[src/rtl/mlblock_cfg_pkg.sv]
// mlblock_cfg_pkg
//   Shared definitions for the MLBlock_2Dflex configuration loader and the
//   software image builder that produces its scan-chain words.
//
//   Scan-chain image layout (MSB shifted first, so MSB lands at the chain tail):
//     [CFG_IMAGE_W-1 -: CFG_I_D_HALF_W]   I_D_HALF input mux select bits
//     next CFG_RES_D_CNTL_W bits          RES_D_CNTL depth bits, stage 0
//     next CFG_RES_D_CNTL_W bits          RES_D_CNTL depth bits, stage 1
//   The default image is 4 + 2*6 = 16 bits.
package mlblock_cfg_pkg;

    localparam int CFG_STATES = 3;

    typedef enum logic [$clog2(CFG_STATES)-1:0] {
        IDLE   = 2'd0,
        SHIFT  = 2'd1,
        COMMIT = 2'd2
    } cfg_state_t;

    localparam int CFG_N_STAGES     = 2;
    localparam int CFG_I_D_HALF_W   = 4;
    localparam int CFG_RES_D_CNTL_W = 6;
    localparam int CFG_IMAGE_W      = CFG_I_D_HALF_W + CFG_N_STAGES * CFG_RES_D_CNTL_W;
    localparam int CFG_MODE_W       = 2;

endpackage

[src/rtl/mlblock_config_loader_if.sv]
// mlblock_config_loader_if
//   Valid/ready config-word channel into the loader.
//   cfg_valid  : source offers a word
//   cfg_ready  : loader idle; word taken when cfg_valid && cfg_ready
//   cfg_bits   : scan-chain image, MSB shifted first
//   cfg_mode   : tile mode committed after the shift
//   cfg_hp_en  : high-precision enable committed after the shift
interface mlblock_config_loader_if
    import mlblock_cfg_pkg::*;
#(
    parameter int CHAIN_LEN = CFG_IMAGE_W,
    parameter int MODE_W    = CFG_MODE_W
) ();

    logic                 cfg_valid;
    logic                 cfg_ready;
    logic [CHAIN_LEN-1:0] cfg_bits;
    logic [MODE_W-1:0]    cfg_mode;
    logic                 cfg_hp_en;

    modport master (
        output cfg_valid, cfg_bits, cfg_mode, cfg_hp_en,
        input  cfg_ready
    );

    modport slave (
        input  cfg_valid, cfg_bits, cfg_mode, cfg_hp_en,
        output cfg_ready
    );

endinterface

[src/rtl/cfg_piso_siso.sv]
// cfg_piso_siso
//   Parallel-load shift-out register paired with a serial-in capture register.
//   clk, reset : clock and asynchronous active-low reset
//   load_i     : load par_i into the shift-out register
//   shift_i    : shift both registers by one bit
//   par_i      : parallel image to shift out, MSB first
//   ser_o      : current MSB of the shift-out register
//   ser_i      : serial bit captured into the LSB of the capture register
//   cap_o      : captured image, first-captured bit at the MSB
module cfg_piso_siso #(
    parameter int WIDTH = 16
) (
    input  logic             clk,
    input  logic             reset,
    input  logic             load_i,
    input  logic             shift_i,
    input  logic [WIDTH-1:0] par_i,
    output logic             ser_o,
    input  logic             ser_i,
    output logic [WIDTH-1:0] cap_o
);

    logic [WIDTH-1:0] sh_q, sh_d;
    logic [WIDTH-1:0] cap_q, cap_d;
    logic [WIDTH-1:0] cap_shifted;

    // A one-bit chain has no history to keep, so the capture is just the new bit.
    if (WIDTH == 1) begin : g_cap_single
        assign cap_shifted = ser_i;
    end else begin : g_cap_multi
        assign cap_shifted = {cap_q[WIDTH-2:0], ser_i};
    end

    always_comb begin
        sh_d  = sh_q;
        cap_d = cap_q;
        if (load_i) begin
            sh_d = par_i;
        end else if (shift_i) begin
            sh_d  = sh_q << 1;
            cap_d = cap_shifted;
        end
    end

    always_ff @(posedge clk or negedge reset) begin
        if (!reset) begin
            sh_q  <= '0;
            cap_q <= '0;
        end else begin
            sh_q  <= sh_d;
            cap_q <= cap_d;
        end
    end

    assign ser_o = sh_q[WIDTH-1];
    assign cap_o = cap_q;

endmodule

[src/rtl/mlblock_config_loader.sv]
// mlblock_config_loader
//   Serialises one config word per handshake into an MLBlock_2Dflex scan chain,
//   captures the previous chain image returning on config_out_i, then commits
//   the tile mode and hp_en together once the shift is complete.
//   clk, reset       : clock and asynchronous active-low reset
//   cfg              : valid/ready config-word channel (slave side)
//   config_en_o      : chain shift enable
//   config_in_o      : serial bit into the chain head
//   config_out_i     : serial bit from the chain tail
//   configg_o        : committed tile mode
//   hp_en_o          : committed high-precision enable
//   compute_hold_o   : high while the chain is in flux
//   rb_valid_o       : one-cycle pulse when rb_bits_o is updated
//   rb_bits_o        : previous chain image, same bit order as cfg_bits
module mlblock_config_loader
    import mlblock_cfg_pkg::*;
#(
    parameter int CHAIN_LEN        = CFG_IMAGE_W,
    parameter int N_OF_COFIGS_LOG2 = CFG_MODE_W
) (
    input  logic                        clk,
    input  logic                        reset,
    mlblock_config_loader_if.slave      cfg,
    output logic                        config_en_o,
    output logic                        config_in_o,
    input  logic                        config_out_i,
    output logic [N_OF_COFIGS_LOG2-1:0] configg_o,
    output logic                        hp_en_o,
    output logic                        compute_hold_o,
    output logic                        rb_valid_o,
    output logic [CHAIN_LEN-1:0]        rb_bits_o
);

    localparam int              CNT_W    = $clog2(CHAIN_LEN + 1);
    localparam logic [CNT_W-1:0] LAST_CNT = CNT_W'(CHAIN_LEN - 1);
    localparam logic [CNT_W-1:0] CNT_ONE  = CNT_W'(1);

    cfg_state_t                  state_q;
    logic [CNT_W-1:0]            cnt_q;
    logic [N_OF_COFIGS_LOG2-1:0] mode_pend_q;
    logic                        hp_pend_q;
    logic [N_OF_COFIGS_LOG2-1:0] configg_q;
    logic                        hp_en_q;
    logic                        rb_valid_q;
    logic [CHAIN_LEN-1:0]        rb_bits_q;

    logic                        accept;
    logic                        shifting;
    logic                        ser_out;
    logic [CHAIN_LEN-1:0]        cap_image;

    assign accept   = cfg.cfg_valid && (state_q == IDLE);
    assign shifting = (state_q == SHIFT);

    cfg_piso_siso #(
        .WIDTH (CHAIN_LEN)
    ) u_piso_siso (
        .clk     (clk),
        .reset   (reset),
        .load_i  (accept),
        .shift_i (shifting),
        .par_i   (cfg.cfg_bits),
        .ser_o   (ser_out),
        .ser_i   (config_out_i),
        .cap_o   (cap_image)
    );

    // Mode and hp_en are held in pending registers during the shift so the tile
    // never sees a new mode while its chain still holds a half-written image.
    always_ff @(posedge clk or negedge reset) begin
        if (!reset) begin
            state_q     <= IDLE;
            cnt_q       <= '0;
            mode_pend_q <= '0;
            hp_pend_q   <= 1'b0;
            configg_q   <= '0;
            hp_en_q     <= 1'b0;
            rb_valid_q  <= 1'b0;
            rb_bits_q   <= '0;
        end else begin
            rb_valid_q <= 1'b0;
            unique case (state_q)
                IDLE: begin
                    if (cfg.cfg_valid) begin
                        state_q     <= SHIFT;
                        cnt_q       <= '0;
                        mode_pend_q <= cfg.cfg_mode;
                        hp_pend_q   <= cfg.cfg_hp_en;
                    end
                end
                SHIFT: begin
                    cnt_q <= cnt_q + CNT_ONE;
                    if (cnt_q == LAST_CNT) begin
                        state_q <= COMMIT;
                    end
                end
                COMMIT: begin
                    configg_q  <= mode_pend_q;
                    hp_en_q    <= hp_pend_q;
                    rb_bits_q  <= cap_image;
                    rb_valid_q <= 1'b1;
                    state_q    <= IDLE;
                end
                default: begin
                    state_q <= IDLE;
                end
            endcase
        end
    end

    // Serial data is gated by the state so config_in rests at 0 outside a shift.
    assign cfg.cfg_ready    = (state_q == IDLE);
    assign config_en_o      = shifting;
    assign config_in_o      = shifting & ser_out;
    assign compute_hold_o   = (state_q != IDLE);
    assign configg_o        = configg_q;
    assign hp_en_o          = hp_en_q;
    assign rb_valid_o       = rb_valid_q;
    assign rb_bits_o        = rb_bits_q;

endmodule
[src/flat_wrapper.sv]
// flat-port wrapper written by rule: the top's interface ports become plain ports
module mlblock_config_loader_flat import mlblock_cfg_pkg::*;
#(
    parameter int CHAIN_LEN        = CFG_IMAGE_W,
    parameter int N_OF_COFIGS_LOG2 = CFG_MODE_W
)
  (clk, reset, config_en_o, config_in_o, config_out_i, configg_o, hp_en_o, compute_hold_o, rb_valid_o, rb_bits_o, cfg_cfg_valid, cfg_cfg_bits, cfg_cfg_mode, cfg_cfg_hp_en, cfg_cfg_ready);
  mlblock_config_loader_if #(.CHAIN_LEN(CHAIN_LEN)) cfg_i ();
  input  logic clk;
  input  logic reset;
  output logic config_en_o;
  output logic config_in_o;
  input  logic config_out_i;
  output logic [N_OF_COFIGS_LOG2-1:0] configg_o;
  output logic hp_en_o;
  output logic compute_hold_o;
  output logic rb_valid_o;
  output logic [CHAIN_LEN-1:0] rb_bits_o;
  input wire logic [$bits(cfg_i.cfg_valid)-1:0] cfg_cfg_valid;
  input wire logic [$bits(cfg_i.cfg_bits)-1:0] cfg_cfg_bits;
  input wire logic [$bits(cfg_i.cfg_mode)-1:0] cfg_cfg_mode;
  input wire logic [$bits(cfg_i.cfg_hp_en)-1:0] cfg_cfg_hp_en;
  output wire logic [$bits(cfg_i.cfg_ready)-1:0] cfg_cfg_ready;
  assign cfg_i.cfg_valid = cfg_cfg_valid;
  assign cfg_i.cfg_bits = cfg_cfg_bits;
  assign cfg_i.cfg_mode = cfg_cfg_mode;
  assign cfg_i.cfg_hp_en = cfg_cfg_hp_en;
  assign cfg_cfg_ready = cfg_i.cfg_ready;
  mlblock_config_loader #(.CHAIN_LEN(CHAIN_LEN), .N_OF_COFIGS_LOG2(N_OF_COFIGS_LOG2)) u_core (.clk(clk), .reset(reset), .cfg(cfg_i), .config_en_o(config_en_o), .config_in_o(config_in_o), .config_out_i(config_out_i), .configg_o(configg_o), .hp_en_o(hp_en_o), .compute_hold_o(compute_hold_o), .rb_valid_o(rb_valid_o), .rb_bits_o(rb_bits_o));
endmodule
[config.mk]
export PLATFORM = sky130hd
export DESIGN_NAME = mlblock_config_loader_flat
export DESIGN_NICKNAME = d
export VERILOG_FILES = /design/src/rtl/mlblock_cfg_pkg.sv /design/src/rtl/mlblock_config_loader_if.sv /design/src/rtl/cfg_piso_siso.sv /design/src/rtl/mlblock_config_loader.sv /design/src/flat_wrapper.sv
export SDC_FILE = /design/constraint.sdc
export NUM_CORES = 1
export LEC_CHECK = 0
export CAP_MARGIN = 40
export CORE_UTILIZATION = 30
export DETAILED_ROUTE_END_ITERATION = 6
export GPL_ROUTABILITY_DRIVEN = 0
export PLACE_DENSITY_LB_ADDON = 0.15
export SLEW_MARGIN = 20
export SYNTH_ARGS = -nofsm -noshare
export SYNTH_HDL_FRONTEND = slang
export SYNTH_SLANG_ARGS = --single-unit
[constraint.sdc]
create_clock -name clk -period 2.16 [get_ports clk]
set_input_delay 0.324 -clock clk [delete_from_list [all_inputs] [get_ports clk]]
set_output_delay 0.324 -clock clk [all_outputs]
set_load 0.01 [all_outputs]
* Word-level counts from Yosys, hierarchy flattened *
Index checks and enable logic that the tools add are counted.

word-level totals
  input bits = 23
  bits in registers = 62

operators by class
  equal/unequal tests = 5
  bitwise logic cells = 2
  reduce and logical (&&, ||, !) cells = 9
  $add $sub $neg = 1
  mux-type cells = 8

operators with widths
  kind                 number
  $mux 16              2
  $pmux 5 s2           1
  $reduce_and 2->1     4
  $reduce_bool 2->1    3
  $add 5x1->5 const B  1
  $eq 5x4->1 const B   1
  $mux 5               1
  $mux 2               2
  $ne 2x2->1 const B   2
  $pmux 2 s2           1
  $eq 2x1->1 const B   1
  $eq 2x2->1 const B   1
  $logic_not 2->1      1
  $and 1x1->1          1
  $logic_and 1x1->1    1
  $mux 1               1
  $not 1->1            1

* Depth between registers and ports, before layout *
Gate-level depths: netlist (run 1).

  depth after elaboration = 4
  mapped depth = 6
  mapped depth without buffers = 4

* By module *
From an unflattened synthesis (run 1), not the netlist that was laid out.

second synthesis, totals
  cells, all modules = 195
  area, all modules = 2582.5 um2

modules (own cells, without submodules)
  module                 area an instance (um2)  cells an instance  times used
  cfg_piso_siso          1385.1                  104                1
  mlblock_config_loader  1197.4                  91                 1

* Worst setup path before layout (run 1) *
No wires, ideal clock.

  path type = flip-flop to output port
  start = register u_core.state_q[1]
  end = output config_in_o
  buffers on the path = 2
  setup slack = 0.704 ns
  arrival = 1.132 ns
  cell stages (with the launch flop) = 6
  required time = 1.836 ns
  cell sequence = dfrtp_1 -> nand2b_1 -> buf_4 -> inv_2 -> buf_2 -> and2_1

on the way
  word-level cells in the longest chain between the ends = 2

ends and longest elaborated chain
  what                    RTL line                      source
  from (decl)             mlblock_config_loader.sv:38   cfg_state_t state_q;
  from (signal assigned)  mlblock_config_loader.sv:72   state_q <= IDLE;
  from (signal assigned)  mlblock_config_loader.sv:85   state_q <= SHIFT;
  from (signal assigned)  mlblock_config_loader.sv:94   state_q <= COMMIT;
  $eq 2x1->1              mlblock_config_loader.sv:53   assign shifting = (state_q == SHIFT);
  $and 1x1->1             mlblock_config_loader.sv:114  assign config_in_o = shifting & ser_out;
  to (decl)               flat_wrapper.sv:12            output logic config_in_o;

Every way passes these cells.

* Final worst setup path (run 1) *
  start = register u_core.state_q[0]
  end = output cfg_cfg_ready

on the way
  word-level cells in the longest chain between the ends = 1

ends and longest elaborated chain
  what             RTL line                      source
  $logic_not 2->1  mlblock_config_loader.sv:112  assign cfg.cfg_ready = (state_q == IDLE);
  to (decl)        flat_wrapper.sv:23            output wire logic [$bits(cfg_i.cfg_ready)-1:0] cfg_cfg_ready;

Every way passes these cells.

==> results of run 1 <==
==> what timing repair did <==
item | 4_1_cts | 5_1_grt
resized for setup | 0 | 1
hold buffers | 1 | 0
endpoints found under the setup margin | 0 | 1
endpoints found under the hold margin | 33 | 0
==> registers in the layout, indices dropped and copies added (netlist names) <==
name	flops
u_core.rb_bits_o	16
u_core.hp_en_o	1
u_core.u_piso_siso.sh_q	16
u_core.u_piso_siso.cap_o	16
u_core.rb_valid_o	1
u_core.cnt_q	5
u_core.configg_o	2
u_core.hp_pend_q	1
u_core.mode_pend_q	2
u_core.state_q	2
==> cells by family (layout without fill, tap and decap cells) <==
kind of cell,count (synthesis),count (layout),synth area share [%]
flops,62,62,63.17
simple gates,93,93,15.23
compound gates,25,25,7.285
buf+inv,15,73,2.853
mux,22,22,10.09
xor+xnor,1,1,0.3567
fa+ha+maj,2,2,1.019
==> through the flow <==
step	utilization [%]	power [mW]	instance area, um2
floorplan	-	2.592	2456
detailed placement	39.12	3.157	3054
global route	41.94	4.466	3274
finish	41.94	4.145	3274
CTS	41.91	4.229	3272
global placement	39.12	3.124	3054
==> per-layer routing <==
metal / up-vias / share of wire (%) / global-route usage [%]
li1: 831 / - / -
met2: 36 / 48 / 19.01
met3: 5 / 4.0 / 6.076
met1: 834 / 47 / 16.27
met5: - / 0 / 0
met4: 0 / 1.5 / 3.906
==> layout make-up <==
cell class | instances | area [um2]
clock buffers | 10 | 137.6
clock inverters | 6 | 70.07
fillers | 780 | 4533
inverters | 4 | 15.01
multi-input cells | 143 | 834.6
flip-flops and latches | 62 | 1551
well taps | 102 | 127.6
repair buffers | 53 | 538.0
==> report_power, final <==
group	total, mW	internal, mW	leakage (nW)	switching (mW)
clock	1.04	0.569	0.0951	0.474
sequential	1.85	1.59	0.809	0.264
combinational	1.25	0.647	0.701	0.600
==> placed cells by master, fill, tap and decap left out, types with 3 or more instances in the layout <==
cell / Yosys / routed
buf_4: 1 / 4
mux2_2: 21 / 21
dfrtp_1: 62 / 62
o21ai_0: 4 / 4
clkbuf_8: 0 / 10
clkdlybuf4s50_1: 0 / 44
a22oi_1: 15 / 15
nand2_1: 85 / 85
inv_1: 3 / 3
clkinvlp_4: 0 / 3
==> worst min-delay path by stage <==
stage                                     from                          to  slack (ns)  cells past startpoint
global route        u_core.u_piso_siso.sh_q[3]  u_core.u_piso_siso.sh_q[3]        0.50                      2
floorplan                                reset             u_core.cnt_q[0]        0.03                      0
global placement                         reset         u_core.rb_bits_o[3]        0.37                      2
finish              u_core.u_piso_siso.sh_q[5]  u_core.u_piso_siso.sh_q[5]        0.48                      2
CTS                 u_core.u_piso_siso.sh_q[5]  u_core.u_piso_siso.sh_q[5]        0.48                      2
detailed placement                       reset         u_core.rb_bits_o[3]        0.37                      2
==> worst max-delay path: cells and delay by family (launching register included) <==
family	cells	cell delay, ns
buf+inv	2	0.58
flops	1	0.43
simple gates	1	0.33
==> insert_results.sql, run 1 <==
INSERT INTO impl_metrics (metric_group, metric, value, unit) VALUES
('sta', 'drv_slew', '0', ''),
('layout', 'final_net_count', '298', ''),
('drt', 'detail_route.vias_per_cell', '4.489', ''),
('yosys', 'number_of_synthesized_flops_with_an_enable_pin', '0', ''),
('sta', 'setup_tns', '0', 'ns'),
('layout', 'area.growth.synth_to_final', '33.32', '%'),
('sta', 'timing.max_slew.rel_slack', '48.90', '%'),
('clock_network', 'clock_network_latency_to_the_later_pin_of_the_worst_skew_pair', '0.33', 'ns'),
('drt', 'ant_nets', '0', ''),
('sta', 'timing.clock.skew', '0.004398', 'ns'),
('drt', 'via_count', '1706', ''),
('pwr', 'power_density', '1266', 'nW/um2'),
('yosys', 'syn-cell-area', '2456', 'um2'),
('min_path', 'hold_path_class', 'reg2reg', ''),
('yosys', 'synth.distinct_cells', '24', ''),
('drt', 'iteration_0_drc_count_of_the_detailed_router', '118', ''),
('global_routing', 'wire_length_of_the_first_global_routing_pass', '8.114', 'mm'),
('yosys', 'synth_fp_nets', '245', ''),
('critical_path', 'startpoint_type', 'flip-flop', ''),
('drt', 'routed_wirelength', '4.809', 'mm'),
('clock_network', 'numCtsBuffers', '9', ''),
('placement', 'dp_hpwl', '3.052', 'mm'),
('critical_path', 'worstPathRequired', '1.84', 'ns'),
('yosys', 'post_synth_most_frequent_cells', '85 x nand2_1, 62 x dfrtp_1, 21 x mux2_2', ''),
('yosys', 'most_repeated_cell_in_the_gate_level_netlist_after_synthesis', 'nand2_1', ''),
('critical_path', 'slowest_stage', 'clkdlybuf4s50_1', ''),
('yosys', 'yosys.area.top_type_share', '63.17', '%'),
('clock_network', 'cts_tree', 'built', ''),
('layout', 'layout-drive-gt1-share', '17.63', '%'),
('critical_path', 'worstPathCellList', 'or2_2, inv_1, clkdlybuf4s50_1', ''),
('placement', 'dp_cells', '363', ''),
('critical_path', 'critical_path_arrival', '1.66', 'ns'),
('critical_path', 'crit-reg2reg-launch', 'u_core.state_q[0]', ''),
('critical_path', 'slowest_delay', '0.52', 'ns'),
('floorplan', 'design.die.area', '8553', 'um2'),
('floorplan', 'die_extent_in_y', '92.48', 'um'),
('sta', 'period_share', '91.99', '%'),
('sta', 'maximum_frequency_from_static_timing_analysis', '503.3', 'MHz'),
('floorplan', 'io_pins', '47', ''),
('yosys', 'yosys_warnings', '0', ''),
('critical_path', 'criticalPathCategory', 'reg2out', ''),
('floorplan', 'core.rowCount', '32', ''),
('critical_path', 'crit-reg2reg-capture', 'u_core.rb_bits_o[9]', ''),
('sta', 'timing.hold.ws', '0.4776', 'ns'),
('sta', 'report.final.hold_viol_count', '0', ''),
('global_routing', 'groute.usage.overall', '12.74', '%'),
('pwr', 'cellLeakagePower', '1.605', 'nW'),
('clock_network', 'cts-root-buf', 'clkbuf_8', ''),
('clock_network', 'post-cts-setup-buffer-count', '0', ''),
('critical_path', 'crit_path_max_fanout', '5', ''),
('yosys', 'synthCells', '220', ''),
('critical_path', 'timing.reg2reg.setup_slack', '0.70', 'ns'),
('yosys', 'ys_ff_latch', '62', ''),
('layout', 'layoutNonFillerInstCount', '380', ''),
('clock_network', 'clk_buf_depth', '2', ''),
('sta', 'worst_slew_pin_slew', '0.7660', 'ns'),
('critical_path', 'worstSetupStartpoint', 'u_core.state_q[0]', ''),
('global_routing', 'largest_net_degree_at_the_start_of_global_routing', '63', ''),
('global_routing', 'antenna_found_initial', '0', ''),
('critical_path', 'rr_worst_depth', '3', ''),
('outcome', 'status', 'complete, no violations', ''),
('floorplan', 'fp.coreArea', '7807', 'um2'),
('placement', 'place.port_buffers', '46', ''),
('yosys', 'synth.top_cells.by_area', 'dfrtp_1 63%, nand2_1 13%, mux2_2 9.6%', ''),
('floorplan', 'die-width', '92.48', 'um'),
('pwr', 'vdd_ir_drop_max', '0.0006086', 'V'),
('yosys', 'share_of_synthesized_registers_carrying_an_async_set_or_reset', '100.0', '%'),
('layout', 'insertedDiodeCount', '0', ''),
('sta', 'final_critical_path_setup_slack', '0.1729', 'ns'),
('yosys', 'synthesis.area_per_instance', '11.16', 'um2'),
('placement', 'post-place-ws', '0.3910', 'ns');
Note: power is estimated with default switching activity, not from simulation.
==> run 2, diff against run 1 <==
--- a/config.mk
+++ b/config.mk
@@ -8,7 +8,6 @@
 export CAP_MARGIN = 40
 export CORE_UTILIZATION = 30
 export DETAILED_ROUTE_END_ITERATION = 6
-export GPL_ROUTABILITY_DRIVEN = 0
 export PLACE_DENSITY_LB_ADDON = 0.15
 export SLEW_MARGIN = 20
 export SYNTH_ARGS = -nofsm -noshare
==> results of run 2 <==
Same layout as run 1: the final DEF is identical, and so are final timing and power.
==> run 3, diff against run 2 <==
--- a/config.mk
+++ b/config.mk
@@ -8,7 +8,6 @@
 export CAP_MARGIN = 40
 export CORE_UTILIZATION = 30
 export DETAILED_ROUTE_END_ITERATION = 6
-export PLACE_DENSITY_LB_ADDON = 0.15
 export SLEW_MARGIN = 20
 export SYNTH_ARGS = -nofsm -noshare
 export SYNTH_HDL_FRONTEND = slang
==> run 3 against run 2 <==
  * Combinational power barely moved
  * Sequential cell count did not move
  * Critical path depth did not move
==> insert_results.sql, run 3 (synthesis gave the netlist of run 1 again) <==
INSERT INTO impl_metrics (metric_group, metric, value, unit) VALUES
('sta', 'worst_slew_pin_slew', '0.5418', 'ns'),
('global_routing', 'wire_length_of_the_first_global_routing_pass', '7.790', 'mm'),
('clock_network', 'cts_tree', 'built', ''),
('drt', 'routed_wirelength', '4.670', 'mm'),
('pwr', 'power_density', '1252', 'nW/um2'),
('layout', 'most-common-layout-cells', '85 x nand2_1, 62 x dfrtp_1, 45 x clkdlybuf4s50_1', ''),
('placement', 'place.port_buffers', '46', ''),
('sta', 'maximum_frequency_from_static_timing_analysis', '491.8', 'MHz'),
('sta', 'setup_tns', '0', 'ns'),
('sta', 'report.final.hold_viol_count', '0', ''),
('outcome', 'status', 'complete, no violations', ''),
('pwr', 'cellLeakagePower', '1.604', 'nW'),
('floorplan', 'die-width', '92.48', 'um'),
('sta', 'final.min_clock_period', '2.033', 'ns'),
('layout', 'layout.cell_area.non_filler', '3271', 'um2'),
('drt', 'wl_per_cell', '12.19', 'um'),
('pwr', 'net_switching_power', '1.287', 'mW'),
('critical_path', 'slowest_stage', 'clkdlybuf4s50_1', ''),
('drt', 'route.detailed.drc', '0', ''),
('drt', 'detail_route.vias_per_cell', '4.418', ''),
('critical_path', 'rr_worst_depth', '4', ''),
('layout', 'insertedDiodeCount', '0', ''),
('clock_network', 'numCtsBuffers', '9', ''),
('placement', 'globalplace.congestion', '0.6618', ''),
('clock_network', 'clk_buf_depth', '2', ''),
('clock_network', 'clkSinkCount', '62', ''),
('layout', 'final_common_cell', 'nand2_1', ''),
('global_routing', 'grt_pass1_vias', '1613', ''),
('floorplan', 'fp.coreArea', '7807', 'um2'),
('clock_network', 'cts-root-buf', 'clkbuf_8', ''),
('global_routing', 'antenna_found_initial', '0', ''),
('critical_path', 'startpoint_type', 'flip-flop', ''),
('sta', 'drv_slew', '0', ''),
('layout', 'area.growth.synth_to_final', '33.16', '%'),
('critical_path', 'slowest_delay', '0.52', 'ns'),
('layout', 'final_core_util', '41.89', '%'),
('sta', 'finalSetupViolations', '0', ''),
('floorplan', 'design.die.area', '8553', 'um2'),
('pwr', 'clkPwrFrac', '23.9', '%'),
('critical_path', 'critical_path_arrival', '1.71', 'ns'),
('sta', 'timing.max_slew.rel_slack', '63.88', '%'),
('critical_path', 'timing.reg2reg.setup_slack', '0.73', 'ns'),
('placement', 'placed_area', '3064', 'um2'),
('global_routing', 'groute.usage.overall', '12.05', '%'),
('drt', 'ant_nets', '0', ''),
('critical_path', 'worst_setup_path_end_kind', 'output port', ''),
('global_routing', 'largest_net_degree_at_the_start_of_global_routing', '41', ''),
('layout', 'layout-drive-gt1-share', '18.15', '%'),
('drt', 'via_count', '1692', ''),
('floorplan', 'die_extent_in_y', '92.48', 'um'),
('pwr', 'netSwitchingFraction', '31.44', '%'),
('drt', 'iteration_0_drc_count_of_the_detailed_router', '82', ''),
('sta', 'period_share', '94.13', '%'),
('critical_path', 'crit_path_max_fanout', '5', ''),
('clock_network', 'cts_resized', '0', ''),
('pwr', 'seq_power_share', '45.1', '%'),
('global_routing', 'remaining_global_route_overflow', '0', ''),
('sta', 'timing.clock.skew', '0.006232', 'ns'),
('critical_path', 'criticalPathCategory', 'reg2out', ''),
('run', 'cap_viol_max_count', '0', ''),
('sta', 'setup_repair_after_global_routing_missed_its_margin', 'false', ''),
('pwr', 'vdd_ir_drop_max', '0.0005224', 'V'),
('min_path', 'hold_path_class', 'reg2reg', ''),
('critical_path', 'worstPathRequired', '1.84', 'ns'),
('clock_network', 'clk_pin_slew_worst_paths', '0.06', 'ns'),
('pwr', 'combinationalPowerShare', '30.9', '%'),
('layout', 'final_net_count', '302', ''),
('placement', 'dp_hpwl', '3.111', 'mm'),
('drt', 'detailedRoute.firstPassIterationCount', '4', ''),
('floorplan', 'io_pins', '47', ''),
('critical_path', 'worstPathCellList', 'or2_2, inv_1, clkdlybuf4s50_1', ''),
('min_path', 'worstHoldPathCells', '2', ''),
('floorplan', 'core.rowCount', '32', ''),
('clock_network', 'clock_network_latency_to_the_later_pin_of_the_worst_skew_pair', '0.34', 'ns'),
('pwr', 'power.internal', '2.807', 'mW'),
('floorplan', 'initial_core_util', '31.46', '%'),
('clock_network', 'htree_levels', '3', '');
## run 3: cell count changes in the layout (fill, tap and decap cells not counted), sizes merged
| cell | previous run | this run |
|---|---|---|
| buf | 7 | 11 |
| clkinvlp | 3 | 1 |
| clkbuf | 10 | 11 |
| clkdlybuf4s50 | 44 | 45 |
| clkinv | 1 | 2 |
| dlymetal6s2s | 1 | 0 |
| inv | 5 | 4 |
## run 3: what timing repair did
item / 4_1_cts / 5_1_grt
buffers inserted: 0 / 1
hold buffers: 1 / 0
endpoints found under the hold margin: 22 / 0
endpoints found under the setup margin: 0 / 1
## run 3: stage by stage
stage | instances | worst slack [ns] | hold WS, ns | power (mW)
finish | 383 | 0.1268 | 0.4766 | 4.094
global route | 383 | 0.03061 | 0.5054 | 4.381
CTS | 382 | 0.06332 | 0.4799 | 4.155
detailed placement | 366 | 0.4124 | 0.3361 | 3.154
global placement | 366 | 0.4459 | 0.3386 | 3.114
floorplan | 220 | 0.7043 | 0.02841 | 2.592
## run 3: final timing paths
path                                                endpoint                         start
worst min-delay path            u_core.u_piso_siso.cap_o[15]  u_core.u_piso_siso.cap_o[15]
worst max register to register         u_core.mode_pend_q[1]             u_core.state_q[1]
max in group asynchronous         u_core.u_piso_siso.sh_q[3]                         reset
min in group asynchronous                u_core.rb_bits_o[2]                         reset
worst max-delay path                           cfg_cfg_ready             u_core.state_q[0]
worst min register to register  u_core.u_piso_siso.cap_o[15]  u_core.u_piso_siso.cap_o[15]
## run 3: area by class of cell
cell class | count | area, um2
inverter | 4 | 15.01
clock buffer | 11 | 141.4
clock inverter | 4 | 47.55
multi-input combinational | 143 | 834.6
fill | 774 | 4537
sequential | 62 | 1551
timing repair buffer | 57 | 553.0
tap | 102 | 127.6
## run 3: worst max-delay path, delay by kind of cell, from the launching register on
kind                   cells  cell delay [ns]
buffers and inverters      2             0.58
flip-flops                 1             0.44
AND/OR/NAND/NOR            1             0.35
## run 3: per-layer routing
metal	track usage (%)	share of wire, %
met5	0	0
met3	5.501	5.5
met1	15.77	48
met2	17.47	45
met4	4.297	1.2
## run 3: power groups by stage
stage	sequential (mW)	combinational, mW	clock [mW]
2_1_floorplan	1.86	0.735	0
3_3_place_gp	1.86	1.25	0
3_5_place_dp	1.87	1.28	0
4_1_cts	1.85	1.29	1.02
5_1_grt	1.91	1.41	1.06
6_report	1.85	1.27	0.980
==> RTL change: new RTL, settings of run 2 <==
`sh_q` no longer has a reset.
--- a/src/rtl/cfg_piso_siso.sv
+++ b/src/rtl/cfg_piso_siso.sv
@@ -46,8 +46,10 @@
         if (!reset) begin
-            sh_q  <= '0;
             cap_q <= '0;
         end else begin
-            sh_q  <= sh_d;
             cap_q <= cap_d;
         end
+    end
+
+    always_ff @(posedge clk) begin
+        sh_q <= sh_d;
     end
Formal check against the unedited RTL: no difference found for any inputs over 10 cycles, from zero or initial values and one cycle with reset low; that may be too few to reach the edited logic, so the function may still have changed.
==> RTL change against run 2 <==
Worst setup slack improved by 0.050 ns; final area decreased by 0.76%; area after synthesis is 0.31% higher; register-to-register slack lost 0.17 ns; clock skew rose by 0.0027 ns; worst hold slack got worse by 0.40 ns; sequential share of layout area up 2.9 points; wire length decreased by 7.1%; total power rose by 4.7%; sequential cell count unchanged; first-iteration DRC count decreased by 69%; core utilization shrank 0.53 points; highest routed layer unchanged.
==> RTL change: results (changes against run 2) <==
- Status: completed
- GPL Wtd Cong: 0.6645 (-1.2%)
- Post-DP HPWL: 2890 microns (-5.3%)
- Largest net degree at the start of global routing: 47 (-25%)
- Register area share after synthesis: 66.23% (+3.1 points)
- Synth unique cells: 23 (-4.2%)
- Top cells by area, synth: dfrtp_1 (47%), edfxtp_1 (20%), mux2_2 (16%)
- Grt met3 use: 3.777% (-2.3 points)
- Fmax: 516.3 MHz (+2.6%)
- EDFF count, synth: 16 (+16)
- Skew final: 0.007065 ns (+0.002667 ns)
- Met2 wire len: 2059 microns (-10%)
- Share of layout cells above drive strength 1: 24.59% (+7.0 points)
- CP startpoint: u_core.state_q[1]$_DFFE_PN0P_
- Peak supply drop: 0.4541 mV (-25%)
- Area after DPL: 3030 sq um (-0.78%)
- Worst Tran Pin Value: 0.6263 ns (-0.1397 ns)
- Reg-to-reg slack, setup: 0.53 ns (-0.17 ns)
- Pre-antenna DRT Iters: 3 (-1)
- Placed cells: 330 (-9.1%)
- 1st-iter DRT viols: 36 (-69%)
- CP max FO: 4 (-1)
- Met3 wire length: 191 microns (-0.52%)
- Worst Hold Class: input pin to async pin
- Global Route met2 Usage: 17.53% (-1.5 points)
- Routing usage on met1: 15.53% (-0.74 points)
- First-pass GRT wire length: 7583 microns (-6.5%)
- FFs w/ async S/R, synth: 74.19% (-26 points)
- Max incr delay on CP: 0.55 ns (+0.03 ns)
- Final hold slack: 0.07655 ns (-0.4011 ns)
- Non-filler instance count after layout: 346 (-8.9%)
- Post-Synthesis Cells: 186 (-15%)
- CP endpoint: config_en_o
- Lkg Pwr: 1.424 nW (-11%)
- Syn Nets: 211 (-14%)
- Vias in the first global route: 1,578 (-3.1%)
- Total vias in the final route: 1,498 (-12%)
- Met1 wire length: 2164 microns (-4.0%)
- Switching share of power: 28.23% (-4.1 points)
- # fillers: 768 (-1.5%)
- Post-place setup slack: 0.3391 ns (-0.05188 ns)
- Clk Tree Root Cell: clkbuf_8
- Synth top cells by count: nand2_1 (53), dfrtp_1 (46), mux2_2 (36)
- Num CTS Buffers: 9 (unchanged)
- DRT Wirelength: 4467 microns (-7.1%)
- Post-CTS Resized: 1 (+1)
- Area Overhead vs Synth: 31.89%
- Arrival @ worst endpoint: 1.61 ns (-0.05 ns)
- Global Route Usage Sum: 11.97% (-0.76 points)
- Nets: 264 (-11%)
- Reg2reg end: u_core.u_piso_siso.sh_q[5]$_DFFE_PP_
RTL change: logic make-up (layout without fill, tap and decap cells):
kind of cell	Yosys count	count (layout)	synth area share (%)
mux	37	37	16.91
compound gates	9	9	2.184
simple gates	62	62	10.41
fa+ha+maj	2	2	1.016
flops	62	62	66.23
buf+inv	13	71	2.895
xor+xnor	1	1	0.3556
RTL change: power by group through the flow:
| stage | Clock (W) | Sequential [W] | Combinational (W) |
|---|---|---|---|
| after global routing | 0.00119 | 0.00208 | 0.00138 |
| final | 0.00110 | 0.00201 | 0.00123 |
| after CTS | 0.00115 | 0.00201 | 0.00126 |
| after detailed placement | 0 | 0.00203 | 0.00125 |
| after global placement | 0 | 0.00203 | 0.00123 |
| after floorplan | 0 | 0.00201 | 0.000717 |
RTL change: cell type report:
type                            count  area share, %
Timing Repair Buffer               51          15.25
Clock inverter                      4          2.156
Sequential cell                    62          50.25
Inverter                            4         0.4621
Tap cell                          102          3.928
Multi-Input combinational cell    111          23.49
Clock buffer                       12          4.467
